### config.mk
export PLATFORM = sky130hd
export DESIGN_NAME = tstamp_frame_tx
export DESIGN_NICKNAME = d
export VERILOG_FILES = /design/src/rtl/uart_app_pkg.sv /design/src/rtl/bin_to_ascii2.sv /design/src/rtl/tstamp_frame_tx.sv
export SDC_FILE = /design/constraint.sdc
export NUM_CORES = 1
export LEC_CHECK = 0
export ABC_AREA = 0
export CORE_AREA = 4 4 90 135
export CTS_BUF_LIST = sky130_fd_sc_hd__clkbuf_4
export DETAILED_ROUTE_END_ITERATION = 10
export DIE_AREA = 0 0 94 139
export MAX_ROUTING_LAYER = met4
export PLACE_DENSITY = 0.57
export SLEW_MARGIN = 20
export SYNTH_ARGS = -nofsm -noshare
export SYNTH_HDL_FRONTEND = slang
export SYNTH_SLANG_ARGS = --single-unit
### constraint.sdc
create_clock -name clk -period 4.4 [get_ports clk]
set_input_delay 0.88 -clock clk [delete_from_list [all_inputs] [get_ports clk]]
set_output_delay 0.88 -clock clk [all_outputs]
set_load 0.02 [all_outputs]
### src/rtl/uart_app_pkg.sv
// -----------------------------------------------------------------------------
// uart_app_pkg
//
// Purpose:
//   Shared constants and types for the timestamp-to-UART report path.
//   - FRAME_LEN       : number of bytes in one report frame.
//   - ASCII_*         : the character constants used to build a frame.
//   - *_MSB / *_LSB   : bit positions of each field inside the packed tstamp.
//   - state_t         : frame-sender state enumeration.
// -----------------------------------------------------------------------------
package uart_app_pkg;

    localparam int FRAME_LEN = 16;

    localparam logic [7:0] ASCII_ZERO  = 8'h30;
    localparam logic [7:0] ASCII_SLASH = 8'h2F;
    localparam logic [7:0] ASCII_COLON = 8'h3A;
    localparam logic [7:0] ASCII_SPACE = 8'h20;
    localparam logic [7:0] ASCII_CR    = 8'h0D;
    localparam logic [7:0] ASCII_LF    = 8'h0A;

    // Packed time layout: {mon, day, hr, min, sec}; mon and day are zero-based.
    localparam int TS_W    = 26;
    localparam int MON_MSB = 25;
    localparam int MON_LSB = 22;
    localparam int DAY_MSB = 21;
    localparam int DAY_LSB = 17;
    localparam int HR_MSB  = 16;
    localparam int HR_LSB  = 12;
    localparam int MIN_MSB = 11;
    localparam int MIN_LSB = 6;
    localparam int SEC_MSB = 5;
    localparam int SEC_LSB = 0;

    typedef enum logic [0:0] {
        ST_IDLE = 1'b0,
        ST_SEND = 1'b1
    } state_t;

endpackage

### src/rtl/bin_to_ascii2.sv
// -----------------------------------------------------------------------------
// bin_to_ascii2
//
// Purpose:
//   Combinational conversion of a 6-bit value (0..63) into two ASCII decimal
//   digits. Values 60..63 are rendered faithfully ("60".."63").
//
// Ports:
//   value        in   6  binary value to render
//   tens_ascii   out  8  ASCII tens digit ('0'..'6')
//   units_ascii  out  8  ASCII units digit ('0'..'9')
// -----------------------------------------------------------------------------
module bin_to_ascii2
    import uart_app_pkg::*;
(
    input  logic [5:0] value,
    output logic [7:0] tens_ascii,
    output logic [7:0] units_ascii
);

    logic [5:0] tens;
    logic [5:0] units;

    // Division by a constant over a 6-bit range collapses to a small lookup.
    // tens never exceeds 6, so tens*10 fits comfortably in 6 bits.
    always_comb begin
        tens  = value / 6'd10;
        units = value - 6'(tens * 6'd10);
    end

    assign tens_ascii  = ASCII_ZERO + {2'b00, tens};
    assign units_ascii = ASCII_ZERO + {2'b00, units};

endmodule

### src/rtl/tstamp_frame_tx.sv
// -----------------------------------------------------------------------------
// tstamp_frame_tx
//
// Purpose:
//   On each rising edge of enable_pulse (arriving from the ticker domain),
//   captures the packed timestamp and streams the 16-byte ASCII frame
//   "MM/DD HH:MM:SS\r\n" to a UART transmitter with a valid/ready handshake.
//   Month and day are displayed one-based; the other fields are raw.
//
// Parameters:
//   SYNC_STAGES  number of synchronizer flops on enable_pulse (must be >= 2)
//
// Ports:
//   clk           in   1   system clock
//   rst           in   1   synchronous active-high reset
//   enable_pulse  in   1   report trigger, asynchronous to clk
//   tstamp        in   26  {mon, day, hr, min, sec}
//   tx_data       out  8   ASCII byte offered to the transmitter
//   tx_valid      out  1   tx_data is valid
//   tx_ready      in   1   transmitter accepts a byte this cycle
//   busy          out  1   high while a frame is being sent
//   frame_done    out  1   one-cycle pulse after the last byte is accepted
//   overrun       out  1   one-cycle pulse when a trigger is dropped
// -----------------------------------------------------------------------------
module tstamp_frame_tx
    import uart_app_pkg::*;
#(
    parameter int SYNC_STAGES = 2
)(
    input  logic            clk,
    input  logic            rst,
    input  logic            enable_pulse,
    input  logic [TS_W-1:0] tstamp,
    output logic [7:0]      tx_data,
    output logic            tx_valid,
    input  logic            tx_ready,
    output logic            busy,
    output logic            frame_done,
    output logic            overrun
);

    // ------------------------------------------------------------------
    // Trigger synchronizer and rising-edge detector.
    // All flops preset to 1 so a level already high at reset release is
    // not mistaken for a fresh rising edge.
    // ------------------------------------------------------------------
    logic [SYNC_STAGES-1:0] sync_reg;
    logic                   edge_reg;
    logic                   trigger;

    always_ff @(posedge clk) begin
        if (rst) begin
            sync_reg <= '1;
            edge_reg <= 1'b1;
        end else begin
            sync_reg <= {sync_reg[SYNC_STAGES-2:0], enable_pulse};
            edge_reg <= sync_reg[SYNC_STAGES-1];
        end
    end

    assign trigger = sync_reg[SYNC_STAGES-1] & ~edge_reg;

    // ------------------------------------------------------------------
    // Frame state
    // ------------------------------------------------------------------
    state_t     state_reg;
    logic [3:0] idx_reg;
    logic [7:0] tx_data_reg;
    logic       tx_valid_reg;
    logic       frame_done_reg;
    logic       overrun_reg;

    // Timestamp fields captured at trigger; the frame is built only from
    // these so tstamp may change freely while a frame is in flight.
    logic [MON_MSB-MON_LSB:0] mon_reg;
    logic [DAY_MSB-DAY_LSB:0] day_reg;
    logic [HR_MSB-HR_LSB:0]   hr_reg;
    logic [MIN_MSB-MIN_LSB:0] min_reg;
    logic [SEC_MSB-SEC_LSB:0] sec_reg;

    // ------------------------------------------------------------------
    // Field rendering: index 0..4 = month, day, hour, minute, second.
    // ------------------------------------------------------------------
    logic [5:0] field_val   [5];
    logic [7:0] field_tens  [5];
    logic [7:0] field_units [5];

    assign field_val[0] = {2'b00, mon_reg} + 6'd1;
    assign field_val[1] = {1'b0, day_reg} + 6'd1;
    assign field_val[2] = {1'b0, hr_reg};
    assign field_val[3] = min_reg;
    assign field_val[4] = sec_reg;

    genvar gi;
    generate
        for (gi = 0; gi < 5; gi++) begin : g_conv
            bin_to_ascii2 u_conv (
                .value       (field_val[gi]),
                .tens_ascii  (field_tens[gi]),
                .units_ascii (field_units[gi])
            );
        end
    endgenerate

    // ------------------------------------------------------------------
    // Frame byte table and 16-way selection
    // ------------------------------------------------------------------
    logic [7:0] frame_bytes [FRAME_LEN];
    logic [3:0] next_idx;
    logic [7:0] next_byte;
    logic [7:0] first_byte;
    logic       xfer;

    always_comb begin
        frame_bytes[0]  = field_tens[0];
        frame_bytes[1]  = field_units[0];
        frame_bytes[2]  = ASCII_SLASH;
        frame_bytes[3]  = field_tens[1];
        frame_bytes[4]  = field_units[1];
        frame_bytes[5]  = ASCII_SPACE;
        frame_bytes[6]  = field_tens[2];
        frame_bytes[7]  = field_units[2];
        frame_bytes[8]  = ASCII_COLON;
        frame_bytes[9]  = field_tens[3];
        frame_bytes[10] = field_units[3];
        frame_bytes[11] = ASCII_COLON;
        frame_bytes[12] = field_tens[4];
        frame_bytes[13] = field_units[4];
        frame_bytes[14] = ASCII_CR;
        frame_bytes[15] = ASCII_LF;
    end

    assign next_idx  = idx_reg + 4'd1;
    assign next_byte = frame_bytes[next_idx];
    assign xfer      = tx_valid_reg & tx_ready;

    // Byte 0 must be on tx_data in the cycle right after the trigger, before
    // the captured fields reach the converters. It is the tens digit of
    // mon+1, which (mon being 0..15) is '1' exactly when mon >= 9.
    assign first_byte = (tstamp[MON_MSB:MON_LSB] >= 4'd9) ? (ASCII_ZERO + 8'd1)
                                                          : ASCII_ZERO;

    always_ff @(posedge clk) begin
        if (rst) begin
            state_reg      <= ST_IDLE;
            idx_reg        <= 4'd0;
            tx_data_reg    <= 8'h00;
            tx_valid_reg   <= 1'b0;
            frame_done_reg <= 1'b0;
            overrun_reg    <= 1'b0;
            mon_reg        <= '0;
            day_reg        <= '0;
            hr_reg         <= '0;
            min_reg        <= '0;
            sec_reg        <= '0;
        end else begin
            frame_done_reg <= 1'b0;
            overrun_reg    <= 1'b0;
            case (state_reg)
                ST_IDLE: begin
                    if (trigger) begin
                        mon_reg      <= tstamp[MON_MSB:MON_LSB];
                        day_reg      <= tstamp[DAY_MSB:DAY_LSB];
                        hr_reg       <= tstamp[HR_MSB:HR_LSB];
                        min_reg      <= tstamp[MIN_MSB:MIN_LSB];
                        sec_reg      <= tstamp[SEC_MSB:SEC_LSB];
                        idx_reg      <= 4'd0;
                        tx_data_reg  <= first_byte;
                        tx_valid_reg <= 1'b1;
                        state_reg    <= ST_SEND;
                    end
                end
                ST_SEND: begin
                    // Any trigger while sending is dropped, including one
                    // coinciding with the final byte transfer.
                    if (trigger) begin
                        overrun_reg <= 1'b1;
                    end
                    if (xfer) begin
                        if (idx_reg == 4'(FRAME_LEN - 1)) begin
                            tx_valid_reg   <= 1'b0;
                            frame_done_reg <= 1'b1;
                            state_reg      <= ST_IDLE;
                        end else begin
                            idx_reg     <= next_idx;
                            tx_data_reg <= next_byte;
                        end
                    end
                end
                default: begin
                    state_reg <= ST_IDLE;
                end
            endcase
        end
    end

    assign tx_data    = tx_data_reg;
    assign tx_valid   = tx_valid_reg;
    assign busy       = (state_reg == ST_SEND);
    assign frame_done = frame_done_reg;
    assign overrun    = overrun_reg;

endmodule

==> qor.csv, run 1 <==
stage,metric,value,unit
run_status,status,completed,
cts,Worst-Skew Late Latency,0.38,ns
power_and_ir_drop,Seq pwr share,50.0,%
timing,Max-slew headroom,29.7,%
setup_path,critical path arrival,4.58,ns
power_and_ir_drop,Pleak,1.72,nW
place,dpl hpwl,7.71,mm
setup_path,Worst Path Required,4.70,ns
finish,register area,893,sq um
cts,Root Buffer,clkbuf_4,
logic_synthesis,total of warnings raised by yosys,0,
logic_synthesis,Synth Net Count,565,
setup_path,CP cell instances,ha_4 -> nand3_4 -> xnor2_4 -> inv_2 -> ha_4 -> o2111a_1 -> a31oi_4 -> a2bb2oi_4 -> ha_4 -> nand2_2 -> o211a_1 -> o21ai_2 -> o2111ai_4 -> ha_4 -> inv_2 -> ha_4 -> a21o_1 -> a21oi_2 -> xnor2_1 -> ha_2 -> o32a_1 -> a211o_1 -> a21oi_1,
floorplan,core area,10900,sq um
setup_path,cell family with most CP delay,compound AO/OA/AOI/OAI gates,
timing,RSZ-0062 raised after global routing,true,
logic_synthesis,post-synth top area cell,dfxtp_1,
setup_path,Crit-path slowest cell,dfxtp_4,
logic_synthesis,Yosys reg bits,44,
cts,clock tree from TritonCTS,done,
setup_path,crit path kind,flop to flop,
finish,share of post-route cells with drive strength above 1,13.4,%
power_and_ir_drop,Max VDD drop,0.000129,V
logic_synthesis,"Seq/Total Area, Yosys",23.3,%
detailed_routing,Post-Route WL,9.79,mm
detailed_routing,drt pass-1 iters,4,
cts,"Reg clk slew, reported paths",0.15,ns
power_and_ir_drop,PwrDens,178,nW/um^2
timing,Worst Tran Pin Value,1.05,ns
logic_synthesis,Synth area leaders,"dfxtp_1 23%, ha_1 13%, nand2_1 7.3%",
place,Placed Area,4440,sq um
power_and_ir_drop,internal power,0.597,mW
cts,Max H-tree Level,2,
setup_path,CP Launch Type,flop,
finish,# nets final,601,
power_and_ir_drop,Clock Power Share,33.5,%
setup_path,Worst path max stage delay,0.40,ns
setup_path,top fanout value on the critical path,4,
setup_path,Worst Setup End Kind,flop,
detailed_routing,drc violations,0,
global_routing,largest net degree at the start of global routing,36,
cts,Clock Path Buffers,2,
finish,Final Cell Area,4640,sq um
timing,Clock Skews,0.0102,ns
logic_synthesis,Post-synth EDFFs,0,
timing,crit share post-route,97.3,%
logic_synthesis,Synth cell types,70,
finish,area delta synth->final,22.9,%
global_routing,Global Route Usage Sum,15.9,%
finish,Largest register FFs,7,
setup_path,Reg2Reg Setup Slack,0.12,ns
hold_path,Hold Crit Endpoint,sync_reg[1],
cts,Hold Buf Count CTS,0,
global_routing,initial antenna violation count,1,
floorplan,die span in y,139,um
setup_path,"most used cell, CP",ha_4,
logic_synthesis,ys flop type,dfxtp_1,
power_and_ir_drop,Pwr Total,0.824,mW
detailed_routing,Initial DRC Count,144,
hold_path,WHS Path Cells,1,
hold_path,hold crit path type,flop to flop,
logic_synthesis,Mapped Cells,492,
hold_path,Hold Startpoint,sync_reg[0],
finish,fillers,1162,
detailed_routing,DRT antenna net count,0,
timing,Peak Freq,0.233,GHz
timing,final hold vios,0,
logic_synthesis,Post-synth ARST share,0,%
floorplan,die width,94,um
detailed_routing,WL/cell,14.5,um
setup_path,r2r endpoint,tx_data[6],
floorplan,die footprint,13100,sq um
cts,CTS Sinks,44,
power_and_ir_drop,Switching Fraction,27.6,%
run,max_cap viols,0,
finish,multi-input logic area,2760,sq um
logic_synthesis,syn_area_per_cell,7.67,sq um
detailed_routing,DR vias/cell,5.15,
timing,final setup fails,0,
setup_path,FF-to-FF path depth,23,
place,placed insts,663,
finish,Non-Filler Instances,677,
setup_path,R2R Path Start,day_reg[0],
timing,"Slew Viols, Final",0,
place,number of port buffers,40,
global_routing,number of global-route vias before repair,3514,
floorplan,std cell rows,47,
floorplan,Top Ports,42,
logic_synthesis,Synth Cell Area,3770,sq um
detailed_routing,DR vias,3489,
floorplan,Initial Util,34.5,%
logic_synthesis,Synth top area share,23.3,%
power_and_ir_drop,Comb pwr share,16.5,%
global_routing,first-pass GRT wire length,16.5,mm
cts,TritonCTS Buffers,5,
timing,"Min Clock Period, post-route",4.28,ns
setup_path,Buf/Inv on CP,2,
power_and_ir_drop,switching power total,0.228,mW
place,placer congestion estimate,0.919,
global_routing,total grt overflow,0,
power by group through the flow:
stage | clock (mW) | combinational [mW] | sequential (mW)
finish | 0.276 | 0.136 | 0.412
floorplan | 0 | 0.0798 | 0.422
global placement | 0 | 0.133 | 0.422
CTS | 0.291 | 0.135 | 0.413
detailed placement | 0 | 0.134 | 0.422
global route | 0.302 | 0.153 | 0.414
placed cells by master (no fill, tap or decap), types with 5 or more instances in the layout:
cell             netlist  routed
nand2_1               73      72
a21oi_1               51      50
dfxtp_1               44      40
clkdlybuf4s50_1        0      40
inv_1                 35      32
ha_1                  38      31
nor2_1                24      24
buf_4                  3      24
xor2_1                14      14
nor2b_1               15      14
nand2b_1              12      12
nand3_1               14      12
o21ai_0               14      12
nor3_1                10      10
a21o_1                 8       8
xnor2_1                9       7
a211oi_1               6       6
ha_4                   0       6
a31oi_1                6       5
fa_1                   5       5
clkbuf_4               0       5
per-stage QoR:
stage	TNS, ns	util (%)	hold slack (ns)	worst slack, ns
floorplan	0	-	0.389	0.00878
global placement	0	40.6	0.396	0.0904
detailed placement	-0.0677	40.6	0.399	-0.0677
CTS	0	41.6	0.433	0.00162
global route	-0.0509	42.4	0.453	-0.0509
finish	0	42.4	0.432	0.117
Yosys cell counts (6+ instances only):
cell	instances
a211oi_1	6
a21o_1	8
a21oi_1	51
a31oi_1	6
buf_2	14
clkbuf_1	11
dfxtp_1	44
ha_1	38
inv_1	35
nand2_1	73
nand2b_1	12
nand3_1	14
nor2_1	24
nor2b_1	15
nor3_1	10
o21ai_0	14
xnor2_1	9
xor2_1	14
cell type report:
type	count	area share, %
multi-input cells	378	59.6
diodes	1	0.0540
flip-flops and latches	44	19.3
clock inverters	3	0.998
inverters	35	2.83
well taps	147	3.97
repair buffers	64	12.5
clock buffers	5	0.809
layer usage:
| layer | vias to the layer above | share of wire, % | GRT usage (%) |
|---|---|---|---|
| met5 | - | 0 | - |
| met4 | 0 | 2.5 | 4.87 |
| met3 | 16 | 2.6 | 2.01 |
| met2 | 52 | 55 | 30.2 |
| met1 | 1639 | 40 | 16.6 |
| li1 | 1782 | - | - |
how the worst max path moves through the flow:
stage | end | start | depth (start not counted)
3_5_place_dp | tx_data[6] | day_reg[2] | 22
6_report | tx_data[6] | day_reg[0] | 23
2_1_floorplan | tx_data[6] | day_reg[0] | 24
3_3_place_gp | tx_data[6] | day_reg[1] | 23
5_1_grt | tx_data[6] | day_reg[0] | 23
4_1_cts | tx_data[6] | day_reg[0] | 23
repair_timing:
item / in CTS / in global routing
setup buffers: 1 / 4
hold endpoints to repair: 0 / 0
cloned: 0 / 0
resized for setup: 5 / 13
pin swaps: 4 / 18
endpoints found under the setup margin: 1 / 3
logic make-up (layout without fill, tap and decap cells):
family	count (synthesis)	after routing	synth area share, %
buf+inv	70	107	8.55
mux	3	3	1.13
xor+xnor	24	24	5.77
other cells	1	2	0.0994
flops	44	44	23.3
compound gates	129	129	22.7
fa+ha+maj	44	44	15.5
simple gates	177	177	22.9
No activity file was read; power rests on OpenSTA's default activity.
==> inputs of run 2 (changes only) <==
CTS_BUF_LIST = sky130_fd_sc_hd__clkbuf_4 sky130_fd_sc_hd__clkbuf_8 sky130_fd_sc_hd__clkbuf_16   (was sky130_fd_sc_hd__clkbuf_4)
PLACE_DENSITY = 0.62   (was 0.57)
==> run 2 against run 1 <==
  * Combinational power about the same
  * Routed wire length is 0.35% lower
  * Via count is 0.34% higher
  * Sequential power is essentially flat
  * Worst setup slack better by 0.0051 ns
  * Register-to-register slack hardly changed
  * Core utilization rose by 0.66 points
  * Critical path depth unchanged
  * Clock skew is 0.0043 ns lower
  * Critical endpoint unchanged
==> qor.csv, run 2 (synthesis gave the netlist of run 1 again) <==
stage,metric,value,unit
finish,multi-input logic area,2780,sq um
finish,# nets final,598,
setup_path,FF-to-FF path depth,23,
finish,n_diodes,0,
global_routing,Global Route Usage Sum,15.9,%
finish,register area,888,sq um
finish,Largest register FFs,7,
detailed_routing,Post-Route WL,9.75,mm
place,dpl hpwl,7.66,mm
setup_path,Reg2Reg Setup Slack,0.12,ns
finish,Finished Core Util,43.1,%
setup_path,crit path kind,flop to flop,
cts,CTS Sinks,44,
setup_path,Worst Setup End Kind,flop,
power_and_ir_drop,Pleak,1.74,nW
detailed_routing,drt pass-1 iters,4,
timing,Worst Tran Pin Value,1.03,ns
detailed_routing,DRT antenna net count,0,
hold_path,Hold Startpoint,sync_reg[0],
timing,Final WS setup,0.122,ns
power_and_ir_drop,PwrDens,211,nW/um^2
global_routing,largest net degree at the start of global routing,36,
floorplan,Top Ports,42,
timing,RSZ-0062 raised after global routing,true,
floorplan,die footprint,13100,sq um
timing,"Min Clock Period, post-route",4.28,ns
setup_path,R2R Path Start,day_reg[0],
hold_path,WHS Path Cells,1,
cts,Clock Path Buffers,2,
run_status,status,completed,
setup_path,CP Launch Type,flop,
timing,Clock Skews,0.00588,ns
setup_path,Setup crit start,day_reg[0],
timing,"Slew Viols, Final",0,
cts,Root Buffer,clkbuf_16,
finish,fillers,1133,
cts,clock tree from TritonCTS,done,
setup_path,Worst Path Required,4.63,ns
floorplan,die span in y,139,um
detailed_routing,Initial DRC Count,160,
cts,TritonCTS Buffers,5,
hold_path,Hold Crit Endpoint,sync_reg[1],
place,"worst slack, placed",-0.0369,ns
power_and_ir_drop,Max VDD drop,0.000133,V
cts,Max H-tree Level,2,
timing,crit share post-route,97.2,%
detailed_routing,DR vias/cell,5.20,
timing,Peak Freq,0.234,GHz
global_routing,number of global-route vias before repair,3483,
finish,most frequent cells in the layout,"72 x nand2_1, 50 x a21oi_1, 42 x dfxtp_1",
detailed_routing,DR vias,3501,
setup_path,top fanout value on the critical path,4,
timing,final setup fails,0,
timing,WHS,0.414,ns
detailed_routing,drc violations,0,
run,max_cap viols,0,
finish,share of post-route cells with drive strength above 1,13.3,%
global_routing,initial antenna violation count,0,
place,placer congestion estimate,0.868,
cts,"Reg clk slew, reported paths",0.07,ns
floorplan,Initial Util,34.5,%
floorplan,die width,94,um
floorplan,core area,10900,sq um
global_routing,first-pass GRT wire length,16.3,mm
cts,Hold Buf Count CTS,0,
timing,Max-slew headroom,31.1,%
global_routing,total grt overflow,0,
floorplan,std cell rows,47,
setup_path,critical path arrival,4.51,ns
place,number of port buffers,40,
cts,Worst-Skew Late Latency,0.30,ns
setup_path,r2r endpoint,tx_data[6],
power_and_ir_drop,Pwr Total,0.994,mW
hold_path,hold crit path type,flop to flop,
finish,area delta synth->final,24.8,%
detailed_routing,WL/cell,14.5,um
finish,"leading cell type in the layout, fill and taps excluded",nand2_1,
timing,final hold vios,0,
[run 2: changes by cell type in the layout (fill, tap and decap cells not counted), moves of 2 or more]
cell | before | now
clkbuf_4 | 5 | 0
dfxtp_1 | 40 | 42
clkinv_4 | 0 | 2
clkbuf_16 | 0 | 5
buf_4 | 24 | 21
[run 2: worst max path at each step]
stage	to	slack, ns
2_1_floorplan	tx_data[6]	0.009
3_3_place_gp	tx_data[6]	0.12
3_5_place_dp	tx_data[6]	-0.04
4_1_cts	tx_data[6]	0.00005
5_1_grt	tx_data[6]	-0.07
6_report	tx_data[6]	0.12
[run 2: repair_timing]
item / CTS / global route
pin swaps: 4 / 20
buffers inserted: 1 / 2
setup endpoints to repair: 1 / 2
gates resized for setup: 2 / 17
[run 2: where the power goes]
group	total, mW	switching [mW]	internal (mW)	leakage [nW]
logic	0.137	0.0666	0.0704	1.30
clock network	0.445	0.175	0.270	0.0840
registers	0.412	0.00738	0.405	0.358
[run 2: final cells by class]
class,count,share of cell area (%)
inverter,35,2.79
multi-input combinational,378,58.9
clock inverter,3,1.01
timing repair buffer,61,11.8
sequential,44,18.9
clock buffer,5,2.66
tap,147,3.90
[run 2: per-layer routing]
layer / part of all wire [%] / track usage, % / up-vias / wire length [um]
met3: 2.4 / 1.57 / 31 / 236
met1: 38 / 15.7 / 1630 / 3700
met5: 0 / - / - / 0
li1: - / - / 1780 / -
met4: 5.1 / 8.83 / 0 / 498
met2: 54 / 29.5 / 60 / 5310
[run 2: critical path, stage by stage (launching register included)]
cell	delay, ns
dfxtp_4	0.38
ha_4	0.15
nand3_4	0.08
xnor2_4	0.18
inv_2	0.06
ha_4	0.15
o2111a_1	0.24
a31oi_2	0.20
a2bb2oi_4	0.18
ha_4	0.15
nand2_2	0.05
o211a_1	0.23
o21ai_2	0.18
o2111ai_4	0.16
ha_4	0.30
inv_2	0.04
ha_4	0.23
a21o_1	0.16
a21oi_2	0.14
xnor2_1	0.10
ha_2	0.18
o32a_1	0.27
a211o_1	0.25
a21oi_1	0.13
[run 2: through the flow]
stage | std cells | instance area [sq um] | TNS, ns
finish | 673 | 4710 | 0
global route | 673 | 4710 | -0.0728
CTS | 671 | 4620 | 0
detailed placement | 662 | 4440 | -0.0369
global placement | 662 | 4440 | 0
floorplan | 492 | 3920 | 0
